[config.mk]
export PLATFORM = sky130hd
export DESIGN_NAME = axi_lite_regfile_flat
export DESIGN_NICKNAME = d
export VERILOG_FILES = /design/src/rtl/axi_lite_pkg.sv /design/src/rtl/axi_lite_regfile_if.sv /design/src/rtl/axi_lite_strb_reg.sv /design/src/rtl/axi_lite_regfile.sv /design/src/flat_wrapper.sv
export SDC_FILE = /design/constraint.sdc
export NUM_CORES = 1
export LEC_CHECK = 0
export ABC_AREA = 1
export BUFFER_PORTS_ARGS = -buffer_cell sky130_fd_sc_hd__buf_4
export CAP_MARGIN = 0
export CORE_AREA = 2 2 238 240
export DETAILED_ROUTE_END_ITERATION = 6
export DIE_AREA = 0 0 240 242
export HOLD_SLACK_MARGIN = 0.1
export PLACE_DENSITY = 0.63
export RECOVER_POWER = 50
export SLEW_MARGIN = 5
export SYNTH_ARGS = -nofsm -noshare
export SYNTH_HDL_FRONTEND = slang
export SYNTH_SLANG_ARGS = --single-unit
[constraint.sdc]
create_clock -name aclk -period 3.2 [get_ports aclk]
set_input_delay 0.16 -clock aclk [delete_from_list [all_inputs] [get_ports aclk]]
set_output_delay 0.16 -clock aclk [all_outputs]
set_load 0.01 [all_outputs]
[src/rtl/axi_lite_pkg.sv]
// Shared types and helpers for the AXI4-Lite register file.
package axi_lite_pkg;

   typedef enum logic [1:0] {
      OKAY   = 2'b00,
      SLVERR = 2'b10
   } resp_t;

   typedef enum logic {
      WR_IDLE,
      WR_RESP
   } wr_state_t;

   typedef enum logic {
      RD_IDLE,
      RD_RESP
   } rd_state_t;

   // Sized for the widest legal bus (64 bits); callers zero-extend and truncate.
   function automatic logic [63:0] strb_merge(input logic [63:0] old_v,
                                              input logic [63:0] new_v,
                                              input logic [7:0]  strb);
      logic [63:0] r;
      for (int b = 0; b < 8; b++)
         r[b*8 +: 8] = strb[b] ? new_v[b*8 +: 8] : old_v[b*8 +: 8];
      return r;
   endfunction

endpackage

[src/rtl/axi_lite_regfile_if.sv]
// AXI4-Lite bus bundle between a master and the register file slave.
interface axi_lite_regfile_if #(
   parameter int unsigned ADDR_W = 5,
   parameter int unsigned DATA_W = 32
);
   logic [ADDR_W-1:0]   awaddr;
   logic [2:0]          awprot;
   logic                awvalid;
   logic                awready;
   logic [DATA_W-1:0]   wdata;
   logic [DATA_W/8-1:0] wstrb;
   logic                wvalid;
   logic                wready;
   logic [1:0]          bresp;
   logic                bvalid;
   logic                bready;
   logic [ADDR_W-1:0]   araddr;
   logic [2:0]          arprot;
   logic                arvalid;
   logic                arready;
   logic [DATA_W-1:0]   rdata;
   logic [1:0]          rresp;
   logic                rvalid;
   logic                rready;

   modport slave (
      input  awaddr, awprot, awvalid, wdata, wstrb, wvalid, bready,
             araddr, arprot, arvalid, rready,
      output awready, wready, bresp, bvalid, arready, rdata, rresp, rvalid
   );

   modport master (
      output awaddr, awprot, awvalid, wdata, wstrb, wvalid, bready,
             araddr, arprot, arvalid, rready,
      input  awready, wready, bresp, bvalid, arready, rdata, rresp, rvalid
   );
endinterface

[src/rtl/axi_lite_strb_reg.sv]
// One register with per-byte write enables, cleared by synchronous reset.
module axi_lite_strb_reg
   import axi_lite_pkg::*;
#(
   parameter int unsigned DATA_W = 32
) (
   input  logic                clk_i,
   input  logic                rst_ni,
   input  logic                we_i,
   input  logic [DATA_W/8-1:0] strb_i,
   input  logic [DATA_W-1:0]   wdata_i,
   output logic [DATA_W-1:0]   q_o
);
   logic [DATA_W-1:0] q_q, q_d;

   always_comb begin
      q_d = q_q;
      if (we_i)
         q_d = DATA_W'(strb_merge(64'(q_q), 64'(wdata_i), 8'(strb_i)));
   end

   always_ff @(posedge clk_i) begin
      if (!rst_ni) q_q <= '0;
      else         q_q <= q_d;
   end

   assign q_o = q_q;
endmodule

[src/rtl/axi_lite_regfile.sv]
// AXI4-Lite slave register file: RW control registers with byte strobes, RO status
// registers sampled from fabric, independent write and read state machines.
module axi_lite_regfile
   import axi_lite_pkg::*;
#(
   parameter int unsigned         DATA_W   = 32,
   parameter int unsigned         ADDR_W   = 5,
   parameter int unsigned         NUM_REGS = 8,
   parameter logic [NUM_REGS-1:0] RO_MASK  = '0
) (
   input  logic                         aclk,
   input  logic                         aresetn,
   axi_lite_regfile_if.slave            s,
   output logic [NUM_REGS*DATA_W-1:0]   ctrl_out,
   input  logic [NUM_REGS*DATA_W-1:0]   status_in,
   output logic [NUM_REGS-1:0]          wr_pulse
);
   localparam int unsigned STRB_W = DATA_W / 8;
   localparam int unsigned OFS    = $clog2(STRB_W);
   localparam int unsigned IDX_W  = ADDR_W - OFS;

   // Readies stay low while in reset and rise the cycle after release.
   logic rdy_en_q;

   wr_state_t            wr_q, wr_d;
   logic                 aw_held_q, aw_held_d, w_held_q, w_held_d;
   logic [IDX_W-1:0]     awidx_q, awidx_d;
   logic [DATA_W-1:0]    wdata_q, wdata_d;
   logic [STRB_W-1:0]    wstrb_q, wstrb_d;
   resp_t                bresp_q, bresp_d;
   logic [NUM_REGS-1:0]  wr_pulse_q, wr_pulse_d;

   rd_state_t            rd_q, rd_d;
   logic [DATA_W-1:0]    rdata_q, rdata_d;
   resp_t                rresp_q, rresp_d;

   logic                 awready, wready, arready;
   logic                 aw_hs, w_hs, ar_hs, commit, wr_ok, rd_ok;
   logic [IDX_W-1:0]     widx, ridx;
   logic [DATA_W-1:0]    wdat, rd_val;
   logic [STRB_W-1:0]    wstb;
   logic [NUM_REGS-1:0]  wsel, we;
   logic [NUM_REGS-1:0][DATA_W-1:0] regs;

   assign awready = rdy_en_q && (wr_q == WR_IDLE) && !aw_held_q;
   assign wready  = rdy_en_q && (wr_q == WR_IDLE) && !w_held_q;
   assign arready = rdy_en_q && (rd_q == RD_IDLE);
   assign aw_hs   = s.awvalid && awready;
   assign w_hs    = s.wvalid && wready;
   assign ar_hs   = s.arvalid && arready;

   // A channel that already handshook supplies its latched copy; otherwise the live bus.
   assign widx = aw_held_q ? awidx_q : s.awaddr[ADDR_W-1:OFS];
   assign wdat = w_held_q  ? wdata_q : s.wdata;
   assign wstb = w_held_q  ? wstrb_q : s.wstrb;
   assign ridx = s.araddr[ADDR_W-1:OFS];

   assign commit = (wr_q == WR_IDLE) && (aw_held_q || aw_hs) && (w_held_q || w_hs);
   assign wr_ok  = |(wsel & ~RO_MASK);
   assign we     = commit ? (wsel & ~RO_MASK) : '0;

   for (genvar g = 0; g < NUM_REGS; g++) begin : g_reg
      assign wsel[g] = (widx == IDX_W'(g));
      axi_lite_strb_reg #(.DATA_W(DATA_W)) u_reg (
         .clk_i   (aclk),
         .rst_ni  (aresetn),
         .we_i    (we[g]),
         .strb_i  (wstb),
         .wdata_i (wdat),
         .q_o     (regs[g])
      );
   end

   always_comb begin
      wr_d       = wr_q;
      aw_held_d  = aw_held_q;
      w_held_d   = w_held_q;
      awidx_d    = awidx_q;
      wdata_d    = wdata_q;
      wstrb_d    = wstrb_q;
      bresp_d    = bresp_q;
      wr_pulse_d = '0;
      case (wr_q)
         WR_IDLE: begin
            if (aw_hs) begin
               aw_held_d = 1'b1;
               awidx_d   = s.awaddr[ADDR_W-1:OFS];
            end
            if (w_hs) begin
               w_held_d = 1'b1;
               wdata_d  = s.wdata;
               wstrb_d  = s.wstrb;
            end
            if (commit) begin
               wr_d       = WR_RESP;
               bresp_d    = wr_ok ? OKAY : SLVERR;
               wr_pulse_d = we;
            end
         end
         WR_RESP: begin
            if (s.bready) begin
               wr_d      = WR_IDLE;
               aw_held_d = 1'b0;
               w_held_d  = 1'b0;
            end
         end
         default: wr_d = WR_IDLE;
      endcase
   end

   always_comb begin
      rd_val = '0;
      rd_ok  = 1'b0;
      for (int i = 0; i < NUM_REGS; i++) begin
         if (ridx == IDX_W'(i)) begin
            rd_ok  = 1'b1;
            rd_val = RO_MASK[i] ? status_in[i*DATA_W +: DATA_W] : regs[i];
         end
      end
   end

   always_comb begin
      rd_d    = rd_q;
      rdata_d = rdata_q;
      rresp_d = rresp_q;
      case (rd_q)
         RD_IDLE: begin
            if (ar_hs) begin
               rd_d    = RD_RESP;
               rdata_d = rd_val;
               rresp_d = rd_ok ? OKAY : SLVERR;
            end
         end
         RD_RESP: if (s.rready) rd_d = RD_IDLE;
         default: rd_d = RD_IDLE;
      endcase
   end

   always_ff @(posedge aclk) begin
      if (!aresetn) begin
         rdy_en_q   <= 1'b0;
         wr_q       <= WR_IDLE;
         aw_held_q  <= 1'b0;
         w_held_q   <= 1'b0;
         awidx_q    <= '0;
         wdata_q    <= '0;
         wstrb_q    <= '0;
         bresp_q    <= OKAY;
         wr_pulse_q <= '0;
         rd_q       <= RD_IDLE;
         rdata_q    <= '0;
         rresp_q    <= OKAY;
      end else begin
         rdy_en_q   <= 1'b1;
         wr_q       <= wr_d;
         aw_held_q  <= aw_held_d;
         w_held_q   <= w_held_d;
         awidx_q    <= awidx_d;
         wdata_q    <= wdata_d;
         wstrb_q    <= wstrb_d;
         bresp_q    <= bresp_d;
         wr_pulse_q <= wr_pulse_d;
         rd_q       <= rd_d;
         rdata_q    <= rdata_d;
         rresp_q    <= rresp_d;
      end
   end

   assign s.awready = awready;
   assign s.wready  = wready;
   assign s.bvalid  = (wr_q == WR_RESP);
   assign s.bresp   = bresp_q;
   assign s.arready = arready;
   assign s.rvalid  = (rd_q == RD_RESP);
   assign s.rdata   = rdata_q;
   assign s.rresp   = rresp_q;
   assign ctrl_out  = regs;
   assign wr_pulse  = wr_pulse_q;

   logic unused_ok;
   assign unused_ok = ^{s.awprot, s.arprot, s.awaddr[OFS-1:0], s.araddr[OFS-1:0], status_in};
endmodule
[src/flat_wrapper.sv]
// flat-port wrapper written by rule: the top's interface ports become plain ports
module axi_lite_regfile_flat import axi_lite_pkg::*;
#(
   parameter int unsigned         DATA_W   = 32,
   parameter int unsigned         ADDR_W   = 5,
   parameter int unsigned         NUM_REGS = 8,
   parameter logic [NUM_REGS-1:0] RO_MASK  = '0
)
  (aclk, aresetn, ctrl_out, status_in, wr_pulse, s_awaddr, s_awprot, s_awvalid, s_wdata, s_wstrb, s_wvalid, s_bready, s_araddr, s_arprot, s_arvalid, s_rready, s_awready, s_wready, s_bresp, s_bvalid, s_arready, s_rdata, s_rresp, s_rvalid);
  axi_lite_regfile_if #(.ADDR_W(ADDR_W), .DATA_W(DATA_W)) s_i ();
  input  logic aclk;
  input  logic aresetn;
  output logic [NUM_REGS*DATA_W-1:0] ctrl_out;
  input  logic [NUM_REGS*DATA_W-1:0] status_in;
  output logic [NUM_REGS-1:0] wr_pulse;
  input wire logic [$bits(s_i.awaddr)-1:0] s_awaddr;
  input wire logic [$bits(s_i.awprot)-1:0] s_awprot;
  input wire logic [$bits(s_i.awvalid)-1:0] s_awvalid;
  input wire logic [$bits(s_i.wdata)-1:0] s_wdata;
  input wire logic [$bits(s_i.wstrb)-1:0] s_wstrb;
  input wire logic [$bits(s_i.wvalid)-1:0] s_wvalid;
  input wire logic [$bits(s_i.bready)-1:0] s_bready;
  input wire logic [$bits(s_i.araddr)-1:0] s_araddr;
  input wire logic [$bits(s_i.arprot)-1:0] s_arprot;
  input wire logic [$bits(s_i.arvalid)-1:0] s_arvalid;
  input wire logic [$bits(s_i.rready)-1:0] s_rready;
  output wire logic [$bits(s_i.awready)-1:0] s_awready;
  output wire logic [$bits(s_i.wready)-1:0] s_wready;
  output wire logic [$bits(s_i.bresp)-1:0] s_bresp;
  output wire logic [$bits(s_i.bvalid)-1:0] s_bvalid;
  output wire logic [$bits(s_i.arready)-1:0] s_arready;
  output wire logic [$bits(s_i.rdata)-1:0] s_rdata;
  output wire logic [$bits(s_i.rresp)-1:0] s_rresp;
  output wire logic [$bits(s_i.rvalid)-1:0] s_rvalid;
  assign s_i.awaddr = s_awaddr;
  assign s_i.awprot = s_awprot;
  assign s_i.awvalid = s_awvalid;
  assign s_i.wdata = s_wdata;
  assign s_i.wstrb = s_wstrb;
  assign s_i.wvalid = s_wvalid;
  assign s_i.bready = s_bready;
  assign s_i.araddr = s_araddr;
  assign s_i.arprot = s_arprot;
  assign s_i.arvalid = s_arvalid;
  assign s_i.rready = s_rready;
  assign s_awready = s_i.awready;
  assign s_wready = s_i.wready;
  assign s_bresp = s_i.bresp;
  assign s_bvalid = s_i.bvalid;
  assign s_arready = s_i.arready;
  assign s_rdata = s_i.rdata;
  assign s_rresp = s_i.rresp;
  assign s_rvalid = s_i.rvalid;
  axi_lite_regfile #(.DATA_W(DATA_W), .ADDR_W(ADDR_W), .NUM_REGS(NUM_REGS), .RO_MASK(RO_MASK)) u_core (.aclk(aclk), .aresetn(aresetn), .s(s_i), .ctrl_out(ctrl_out), .status_in(status_in), .wr_pulse(wr_pulse));
endmodule
==> flow_summary.yaml <==
routing:
  routed_wirelength_mm: 72.67
  first_iter_violations: 1555
  vias: 18700
  vias_per_cell: 4.763
  dr.pass1.iters: 5
  ant_nets: 0
  drc: 0
  wl_per_cell_um: 18.52
power:
  vdd_drop_max_mv: 0.2773
  fin_total_pwr_w: 0.01070
  powerDensity_mw_per_mm2: 481.7
  p_leak_nw: 9.534
cells_and_area:
  mostFrequentLayoutCells: "680 x nand2_1, 535 x inv_1, 395 x nor2_1"
  regArea_mm2: 0.006847
  syn2layout_area_growth_pct: 24.00
  multi_input_area_mm2: 0.008288
  final_common_cell: "nand2_1"
  fillCellCount: 6171
  drive_gt1_share_pct: 7.862
  finish.instance_area_mm2: 0.02222
  fin_nets: 3452
sta:
  rsz0062_at_grt: "no"
  finalCritPeriodShare_pct: 80.15
  fmax_mhz: 389.9
  fin_hold_ws_ns: 0.1469
  fin_crit_ns: 2.565
  tightest_slew_ns: 1.657
  finalSetupTns_ns: 0
  finalHoldViolations: 0
  maxSlewViolCount: 138
  setup_viol: 0
  clock_skew_ns: 0.02076
  maxSlewHeadroom_pct: -10.49
placement:
  dpl_cell_area_mm2: 0.02157
  port_buffers: 351
  globalplace.congestion: 0.8742
  dp_hpwl_mm: 52.00
run:
  cap_violations: 1
run_status:
  violations: "max-capacitance violations, max-slew violations"
  status: "finished with violations"
global_routing:
  grt_max_degree: 170
  grt_pass1_vias: 17140
  grt-ovfl-total: 0
  grt_use_total_pct: 24.30
  grt_antenna_before_repair: 2
  grt_pass1_wl_mm: 106.9
critical_path:
  cp-end-kind: "register"
  cpLargestDelayFamily: "multiplexers"
  rrSetupSlack_ns: 0.64
  regToRegEndpoint: "u_core.g_reg[3].u_reg.q_o[6]$_SDFFE_PN0P_"
  required_ns: 3.67
  crit_chain: "buf_4 > buf_4 > mux2i_1 > nand4_1 > nand2_1 > nor2_1"
  r2r-start: "u_core.w_held_q$_SDFFE_PN0P_"
  cp.arrival_ns: 3.04
  cp_common_cell: "buf_4"
  critPathMaxFanout: 23
  path_class: "reg2reg"
  reg2regPathDepth: 6
  cp_slowest_cell: "mux2i_1"
  critPathBufInv: 2
  cp_slowest_stage_delay_ns: 0.84
  cp-start-kind: "register"
floorplan:
  die_y_um: 242
  core_mm2: 0.05573
  die_w_um: 240
  start_util_pct: 32.15
  die_area_mm2: 0.05808
  rows: 87
  io_pins: 620
clock_network:
  cts_made_buffers: 41
  cts.sinks: 342
  clk_root_buffer_cell: "clkbuf_16"
  path_clk_slew_ns: 0.06
  cts_buffer_depth: 3
  tritoncts: "done"
  clk_latency_ns: 0.58
  h-tree-depth: 2
synth:
  synth_async_sr_flop_share_pct: 0
  synth_cell_type_count: 32
  mappedNetlistArea_mm2: 0.01792
  yosysWarnings: 0
  avgSynthCellArea_um2: 6.432
  synthCells: 2786
  synth_edf_count: 0
  synth_ff_type: "dfxtp_1"
  synth_seq_cells: 342
  yosysSeqAreaShare_pct: 38.20
min_path:
  hold_depth: 4
  whs_endpoint: "u_core.awidx_q[2]$_SDFFE_PN0P_"
  hp-start: "s_awvalid"
  holdCritPathClass: "in2reg"
[cell type report]
class | instances | area share (%)
clock inverters | 7 | 0.4110
clock buffers | 66 | 5.636
multi-input cells | 1724 | 37.30
flip-flops and latches | 342 | 30.81
diodes | 2 | 0.02252
well taps | 756 | 4.257
repair buffers | 485 | 12.38
inverters | 543 | 9.194
[cells by family (layout without fill, tap and decap cells)]
group	after synthesis	count (layout)	share of synthesized area [%]
buf+inv	721	1101	15.76
compound gates	161	161	4.594
mux	29	29	1.620
flops	342	342	38.20
simple gates	1532	1532	39.80
other cells	1	4	0.02093
[cells in the mapped netlist, drive strengths merged, types with 2 or more instances]
library cell  number  area, um^2
nor3               6       35.03
buf               84       429.2
inv              541        2036
nor2             403        1603
nand2            687        2596
clkinv             2       7.510
clkbuf            94       352.8
dfxtp            342        6847
nand3             88       720.7
nor4               8       50.05
o21ai             57       296.5
a21oi            103       519.3
nand4            339        2121
mux2i             29       290.3
[worst reg2reg max path: stages, from the launching register on]
cell and delay [ns]:
dfxtp_1 0.47, buf_4 0.32, buf_4 0.45, mux2i_1 0.86, nand4_1 0.21, nand2_1 0.11
nor2_1 0.05
[worst max-delay path by stage]
| stage | cells after the start | start | to |
|---|---|---|---|
| after floorplan | 9 | u_core.aw_held_q$_SDFFE_PN0P_ | u_core.g_reg[3].u_reg.q_o[27]$_SDFFE_PN0P_ |
| after global placement | 6 | u_core.w_held_q$_SDFFE_PN0P_ | u_core.g_reg[7].u_reg.q_o[6]$_SDFFE_PN0P_ |
| after detailed placement | 6 | u_core.w_held_q$_SDFFE_PN0P_ | u_core.g_reg[7].u_reg.q_o[6]$_SDFFE_PN0P_ |
| after CTS | 6 | u_core.w_held_q$_SDFFE_PN0P_ | u_core.g_reg[3].u_reg.q_o[6]$_SDFFE_PN0P_ |
| after global routing | 6 | aresetn | u_core.awidx_q[1]$_SDFFE_PN0P_ |
| final | 6 | u_core.w_held_q$_SDFFE_PN0P_ | u_core.g_reg[3].u_reg.q_o[6]$_SDFFE_PN0P_ |
[power by group]
group          internal, W  switching, W
Sequential         0.00435     0.0000593
Clock              0.00283       0.00194
Combinational     0.000439       0.00109
Total              0.00762       0.00309
[timing repair]
| item | 4_1_cts | 5_1_grt |
|---|---|---|
| setup buffers | 0 | 0 |
| resized for setup | 0 | 0 |
| hold buffers | 46 | 0 |
| endpoints found under the hold margin | 48 | 0 |
[layer usage]
layer | vias to the layer above | share of wire (%) | GRT usage (%)
li1 | 9439 | - | -
met1 | 8358 | 41 | 30.19
met2 | 742 | 47 | 40.08
met3 | 156 | 8.3 | 5.458
met4 | 0 | 4.6 | 10.67
met5 | - | 0 | 0
[stage by stage]
step,std cells,setup WS [ns],utilization (%)
5_1_grt,3925,0.4619,39.87
4_1_cts,3923,0.7001,41.93
6_report,3925,0.6351,39.87
3_5_place_dp,3804,0.7502,38.70
3_3_place_gp,3804,0.7661,38.70
2_1_floorplan,2787,1.288,-
[registers in the layout (all words and copies together) (netlist names), 3 cells and up]
name	cells
u_core.g.u_reg.q_o	256
u_core.s.rdata	32
u_core.wdata_q	32
u_core.wr_pulse	8
u_core.wstrb_q	4
u_core.awidx_q	3
No activity file was read; power rests on OpenSTA's default activity.
